### src/rtl/uart_pkg.sv
// Shared UART constants and the byte type used across the receive path.
package uart_pkg;
    localparam int UART_DATA_W           = 8;
    localparam int RX_FIFO_DEPTH_DEFAULT = 16;

    typedef logic [UART_DATA_W-1:0] uart_byte_t;
endpackage

### src/rtl/uart_strobe_edge.sv
// Turns the receiver's active-low completion strobe into a one-clock push pulse.
// Latency: combinational pulse in the first cycle the strobe is sampled low; no backpressure.
module uart_strobe_edge
    import uart_pkg::*;
(
    input  logic clk,
    input  logic rst_n,
    input  logic strobe_n,
    output logic push
);

    logic strobe_prev;
    logic armed;

    // armed stays low until the strobe is seen idle-high, so a strobe already
    // low when reset is released cannot masquerade as a fresh falling edge.
    always_ff @(posedge clk or negedge rst_n) begin
        if (!rst_n) begin
            strobe_prev <= 1'b1;
            armed       <= 1'b0;
        end else begin
            strobe_prev <= strobe_n;
            if (strobe_n) begin
                armed <= 1'b1;
            end
        end
    end

    assign push = !strobe_n && strobe_prev && armed;

endmodule

### src/rtl/uart_rx_fifo.sv
// Receive byte FIFO behind the UART receiver with a show-ahead valid/ready read port.
// Latency: byte visible one cycle after the strobe edge; a full FIFO drops bytes and sets sticky overflow.
module uart_rx_fifo
    import uart_pkg::*;
#(
    parameter int DEPTH  = RX_FIFO_DEPTH_DEFAULT,
    parameter int ADDR_W = $clog2(DEPTH)
) (
    input  logic              clk_input,
    input  logic              rst_n_input,
    input  uart_byte_t        rx_data_input,
    input  logic              rx_complete_input,
    input  logic              rd_ready,
    output logic              rd_valid,
    output uart_byte_t        rd_data,
    output logic [ADDR_W:0]   fifo_count,
    output logic              fifo_full,
    output logic              fifo_empty,
    output logic              overflow,
    input  logic              overflow_clear
);

    localparam logic [ADDR_W:0] PTR_ONE  = {{ADDR_W{1'b0}}, 1'b1};
    localparam logic [ADDR_W:0] FULL_CNT = (ADDR_W + 1)'(DEPTH);

    uart_byte_t        mem [DEPTH];
    logic [ADDR_W:0]   wr_ptr;
    logic [ADDR_W:0]   rd_ptr;
    logic [ADDR_W:0]   count;
    logic              push;
    logic              pop;
    logic              accept;
    logic              drop;

    uart_strobe_edge u_strobe_edge (
        .clk      (clk_input),
        .rst_n    (rst_n_input),
        .strobe_n (rx_complete_input),
        .push     (push)
    );

    // A pop in the same cycle frees the head slot, so a full FIFO can still accept.
    assign pop    = rd_valid && rd_ready;
    assign accept = push && (!fifo_full || pop);
    assign drop   = push && fifo_full && !pop;

    always_ff @(posedge clk_input or negedge rst_n_input) begin
        if (!rst_n_input) begin
            wr_ptr   <= '0;
            rd_ptr   <= '0;
            count    <= '0;
            overflow <= 1'b0;
        end else begin
            if (accept) begin
                wr_ptr <= wr_ptr + PTR_ONE;
            end
            if (pop) begin
                rd_ptr <= rd_ptr + PTR_ONE;
            end
            case ({accept, pop})
                2'b10:   count <= count + PTR_ONE;
                2'b01:   count <= count - PTR_ONE;
                default: count <= count;
            endcase
            if (drop) begin
                overflow <= 1'b1;
            end else if (overflow_clear) begin
                overflow <= 1'b0;
            end
        end
    end

    always_ff @(posedge clk_input) begin
        if (accept) begin
            mem[wr_ptr[ADDR_W-1:0]] <= rx_data_input;
        end
    end

    assign fifo_count = count;
    assign rd_valid   = (count != '0);
    assign fifo_empty = (count == '0);
    assign fifo_full  = (count == FULL_CNT);
    // Gate with rd_valid so the read port shows zero rather than unwritten memory.
    assign rd_data    = rd_valid ? mem[rd_ptr[ADDR_W-1:0]] : '0;

endmodule

### config.mk
export PLATFORM = sky130hd
export DESIGN_NAME = uart_rx_fifo
export DESIGN_NICKNAME = d
export VERILOG_FILES = /design/src/rtl/uart_pkg.sv /design/src/rtl/uart_strobe_edge.sv /design/src/rtl/uart_rx_fifo.sv
export SDC_FILE = /design/constraint.sdc
export NUM_CORES = 1
export LEC_CHECK = 0
export BUFFER_PORTS_ARGS = -buffer_cell sky130_fd_sc_hd__buf_2
export CORE_MARGIN = 2
export CORE_UTILIZATION = 65
export DETAILED_ROUTE_END_ITERATION = 10
export GPL_TIMING_DRIVEN = 0
export PLACE_DENSITY = 0.84
export RECOVER_POWER = 50
export SETUP_SLACK_MARGIN = 0.5
export SYNTH_ARGS = -nofsm -noshare
export SYNTH_HDL_FRONTEND = slang
export SYNTH_SLANG_ARGS = --single-unit
### constraint.sdc
create_clock -name clk_input -period 3.6 [get_ports clk_input]
set_input_delay 0.9 -clock clk_input [delete_from_list [all_inputs] [get_ports clk_input]]
set_output_delay 0.9 -clock clk_input [all_outputs]
set_load 0.01 [all_outputs]
After elaboration in Yosys (flattened, before gate mapping)
Memories as Yosys holds them, arrays and structs flattened.
Cells that the tools add are included.

storage, ports and cells
  bits in registers = 18
  output and inout port bits = 17
  memories = 1
  word-level logic and storage cells = 34
  bits of input ports = 13
  bits in writable memories = 128

memories
  memory  words  width  rd ports  clocked after Yosys merged registers in  wr ports  line                source
  mem     16     8      1         0                                        1         uart_rx_fifo.sv:26  uart_byte_t mem [DEPTH];

cells by class
  reductions and logical operators = 14
  add/sub/neg operators = 4
  equal/unequal tests = 3
  muxes and demuxes = 6

operators with widths
  cell                   count
  $add A5 B1 Y5 const B  3
  $pmux W5 S2            1
  $mux W8                1
  $logic_and A1 B1 Y1    6
  $eq A5 B5 Y1 const B   1
  $logic_not A5 Y1       1
  $reduce_bool A5 Y1     1
  $sub A5 B1 Y5 const B  1
  $mux W1                4
  $reduce_bool A2 Y1     2
  $logic_not A1 Y1       3
  $eq A2 B1 Y1 const B   1
  $eq A2 B2 Y1 const B   1
  $logic_or A1 B1 Y1     1

Depth between registers and ports, before layout
  word-level depth = 6
  mapped depth = 9
  depth with buffers taken out = 9

Hierarchy
Synthesis repeated with hierarchy kept, for this count alone.

unflattened totals
  cells, all modules = 335
  area, all modules = 6094.6 um^2

modules (own cells, without submodules)
  module            instances  area each (um^2)  cells an instance
  uart_rx_fifo      1          6027.0            331
  uart_strobe_edge  1          67.6              4

Worst setup path before layout
Ideal clock, no wire load.

  path type = input port to flip-flop
  from = input rd_ready
  to = register count[4], in the netlist fifo_count[4]
  buffers on the path = 0
  stages = 8
  path slack = 976 ps
  arrival time = 2478 ps
  data required time = 3454 ps
  path through = inv_1 a21oi_1 nand2_1 fa_1 nand2b_1 a21oi_1 mux2i_1 o311ai_0

on the way
  longest elaborated chain between the ends = 5

ends and longest elaborated chain
  item                                               line                source
  from (decl)                                        uart_rx_fifo.sv:13  input logic rd_ready,
  $logic_and A1 B1 Y1 *                              uart_rx_fifo.sv:43  assign pop = rd_valid && rd_ready;
  $logic_or A1 B1 Y1                                 uart_rx_fifo.sv:44  assign accept = push && (!fifo_full || pop);
  $logic_and A1 B1 Y1                                uart_rx_fifo.sv:44
  $eq A2 B1 Y1 or $eq A2 B2 Y1 (tied branches)       uart_rx_fifo.sv:60  case ({accept, pop})
  $pmux W5 S2 or $reduce_bool A2 Y1 (tied branches)  --
  to (signal assigned)                               uart_rx_fifo.sv:61  2'b10: count <= count + PTR_ONE;
  to (signal assigned)                               uart_rx_fifo.sv:62  2'b01: count <= count - PTR_ONE;
  to (signal assigned)                               uart_rx_fifo.sv:63  default: count <= count;
  to (decl)                                          uart_rx_fifo.sv:29  logic [ADDR_W:0] count;

Every way passes the cells marked *; elsewhere a longest branch is shown, timed or not.
A chain may end at the register's enable or synchronous reset.

Worst setup path in the final report
  from = input rd_ptr[1]
  to = output rd_data[2]

on the way
  longest elaborated chain between the ends = 2

ends and longest elaborated chain
  item            line                source
  from (decl)     uart_rx_fifo.sv:28  logic [ADDR_W:0] rd_ptr;
  $mem_v2 Z16 W8  --
  $mux W8         uart_rx_fifo.sv:84  assign rd_data = rd_valid ? mem[rd_ptr[ADDR_W-1:0]] : '0;
  to (decl)       uart_rx_fifo.sv:15  output uart_byte_t rd_data,

Every way passes these cells.

==> flow_metrics.tcl <==
set metrics [dict create \
    r2r_start "fifo_count[1]$_DFFE_PN0P_" \
    dp_cells 444 \
    syn_inst 304 \
    end_kind "output pin" \
    overflow 0 \
    path_clk_slew_ns 0.06 \
    drive_gt1_share_pct 31.89 \
    ant_nets 0 \
    synth.mux.area_fraction_pct 16.54 \
    cts_buffer_depth 2 \
    clock_sinks 144 \
    p_int_w 0.004048 \
    ir_worst_vdd_mv 0.4830 \
    clk_latency_ns 0.53 \
    critPathCapture "rd_data[2]" \
    ys_seq_area_share_pct 70.79 \
    r2r_end "fifo_count[4]$_DFFE_PN0P_" \
    first_iter_violations 330 \
    rsz0062_at_grt "true" \
    period_needed_ns 3.299 \
    status "completed" \
    power_leakage_nw 2.451 \
    synth_top_family_by_area "multiplexers" \
    drt-pass1-iter-count 4 \
    cp-startpoint "rd_ptr[1]$_DFFE_PN0P_" \
    via_count 3130 \
    syn_avg_cell_area_um2 19.73 \
    grt_pass1_vias 3150 \
    required_ns 2.70 \
    nets 379 \
    synth-async-reset-ratio_pct 11.11 \
    finalMaxSlewViolations 0 \
    setup_tns_ns 0 \
    dp_hpwl_mm 6.931 \
    yosysTopAreaCell "edfxtp_1" \
    initial_utilization_pct 65.84 \
    power.density_nw_per_um2 834.1 \
    cts_tree "yes" \
    p_sw_w 0.001752 \
    start_kind "flop" \
    setup_viol 0 \
    synth_ff_type "edfxtp_1" \
    final-hold-violation-count 0 \
    power.total_w 0.005800 \
    syn_area_um2 5997 \
    worst_pin_slew_ns 0.9524 \
    htreeDepth 4 \
    min_period_over_period_pct 91.63 \
    comb_power_share_pct 32.9 \
    yosys_warnings 0 \
    skew_ns 0.007074 \
    drc 0 \
    wl_mm 12.22 \
    die_h_um 100.1 \
    switching_share_pct 30.21 \
    cts_buffers 17 \
    ctsHoldBuffers 0 \
    port_buffers 29 \
    criticalPathCategory "flop to output pin" \
    final_common_cell "edfxtp_1" \
    netlist.area_leader.share_pct 64.09 \
    final_cell_mix "edfxtp_1 (128), mux4_2 (31), buf_2 (21)" \
    dieArea_um2 10010 \
    syn2layout_area_growth_pct 15.96 \
    row_count 35 \
    antenna_found_initial 0 \
    cap_viol_max_count 0 \
    synth-compound-area-share_pct 2.671 \
    wl_per_cell_um 25.40 \
    reg2reg_depth 9 \
    synth_fa_ha_area_share_pct 2.003 \
    die_w_um 100.1 \
    synth_xor_area_share_pct 1.314 \
    yosys-top-cells-area "edfxtp_1 (64%), mux4_2 (8.6%), dfrtp_1 (6.3%), mux4_1 (3.9%), mux2_2 (1.9%)" \
    detail_route.vias_per_cell 6.507 \
    cts-root-buf "clkbuf_8" \
    grtUsageTotal_pct 26.51 \
    synth.ff_latch_count 144 \
    crit_fanout 8 \
    synth_edf_count 128 \
    layout.cells.non_filler 481 \
    diodes 0 \
    seqPwrFrac_pct 36.0 \
    reg2reg_slack_ns 0.79 \
    syn_nets 326 \
    num_io_pins 30 \
    synth_simple_gate_area_share_pct 4.381 \
    fillers 497 \
    grt_first_pass_wirelength_mm 18.33 \
    slew_headroom_pct 36.51 \
    fmax_ghz 0.3031 \
    gp_congestion 0.7493 \
    cp.arrival_ns 2.40 \
    synth_cell_type_count 45 \
    hp-class "primary input to asynchronous set/reset pin" \
    grt_max_degree 17 \
    clockPowerShare_pct 31.1 \
    core_area_um2 9109 \
]
-- repair_timing --
item                                   CTS  global route
gates cloned                             1             0
setup endpoints to repair                8             8
buffers inserted                         3             1
pin swaps                                0             0
endpoints found under the hold margin    0             0
resized for setup                       24             4
-- power by group through the flow --
stage	registers [W]	clock network, W	logic, W
final	0.00209	0.00180	0.00191
after CTS	0.00208	0.00181	0.00189
after global placement	0.00209	0	0.00165
after detailed placement	0.00210	0	0.00170
after global routing	0.00210	0.00189	0.00204
after floorplan	0.00210	0	0.00122
-- state kept, by name, summed over array words and instances, names as in the netlist --
register	count
fifo_count	5
overflow	1
u_strobe_edge.strobe_prev	1
rd_ptr	4
mem	128
wr_ptr	4
u_strobe_edge.armed	1
-- worst min path at each step --
| stage | from | end | slack, ns | depth (start not counted) |
|---|---|---|---|---|
| finish | rst_n_input | wr_ptr[1]$_DFFE_PN0P_ | 0.49 | 1 |
| global route | rx_complete_input | u_strobe_edge.strobe_prev$_DFF_PN1_ | 0.47 | 1 |
| CTS | rst_n_input | wr_ptr[1]$_DFFE_PN0P_ | 0.28 | 1 |
| detailed placement | u_strobe_edge.armed$_DFFE_PN0P_ | u_strobe_edge.armed$_DFFE_PN0P_ | 0.48 | 1 |
| global placement | u_strobe_edge.armed$_DFFE_PN0P_ | u_strobe_edge.armed$_DFFE_PN0P_ | 0.47 | 1 |
| floorplan | u_strobe_edge.armed$_DFFE_PN0P_ | u_strobe_edge.armed$_DFFE_PN0P_ | 0.45 | 1 |
-- per-layer routing --
layer	GRT usage, %	share of wire (%)	vias up
li1	-	-	1333
met1	37.82	42	1623
met2	40.90	49	153
met3	7.730	7.6	21
met4	7.903	1.5	0
met5	0	0	-
-- critical path, cell delays in order (launching register included) --
cell and delay, ns:
dfrtp_1 0.39, buf_8 0.17, mux4_1 0.61, mux2_2 0.29, o21ai_1 0.16, a21oi_1 0.07, buf_2 0.17
-- logic make-up after synthesis --
family                     after synthesis
AOI/OAI and AO/OA                       25
xor gates and xnor gates                 9
adders and majority gates                9
buffers and inverters                   23
DFF                                    144
muxes                                   54
and+or+nand+nor                         40
-- cell type report --
class / count / area (um^2) / share of cell area [%]
buffer: 14 / 127.6 / 1.835
timing repair buffer: 34 / 190.2 / 2.735
clock buffer: 18 / 417.9 / 6.009
tap: 111 / 138.9 / 1.997
inverter: 9 / 35.03 / 0.5038
sequential: 144 / 4245 / 61.05
multi-input combinational: 137 / 1610 / 23.16
clock inverter: 14 / 188.9 / 2.717
-- per-stage QoR --
stage / area (um^2) / hold slack [ns] / worst slack, ns / utilization, %
4_1_cts: 6949 / 0.2841 / 0.2887 / 76.29
2_1_floorplan: 5997 / 0.4530 / 0.9764 / -
6_report: 6954 / 0.4900 / 0.3012 / 76.35
5_1_grt: 6954 / 0.4673 / 0.2203 / 76.35
3_3_place_gp: 6281 / 0.4719 / 0.4996 / 68.96
3_5_place_dp: 6281 / 0.4779 / 0.3678 / 68.96
-- synth_stat cells, drive strengths merged (2+ instances only) --
cell type	count
a21oi	11
and2	13
and3b	3
and4	4
buf	11
clkbuf	3
dfrtp	15
edfxtp	128
ha	8
inv	8
mux2	11
mux2i	11
mux4	32
nand2	6
nand4	2
nor2	3
nor4	2
o21ai	9
xnor2	8
(Power assumes the default switching activity.)
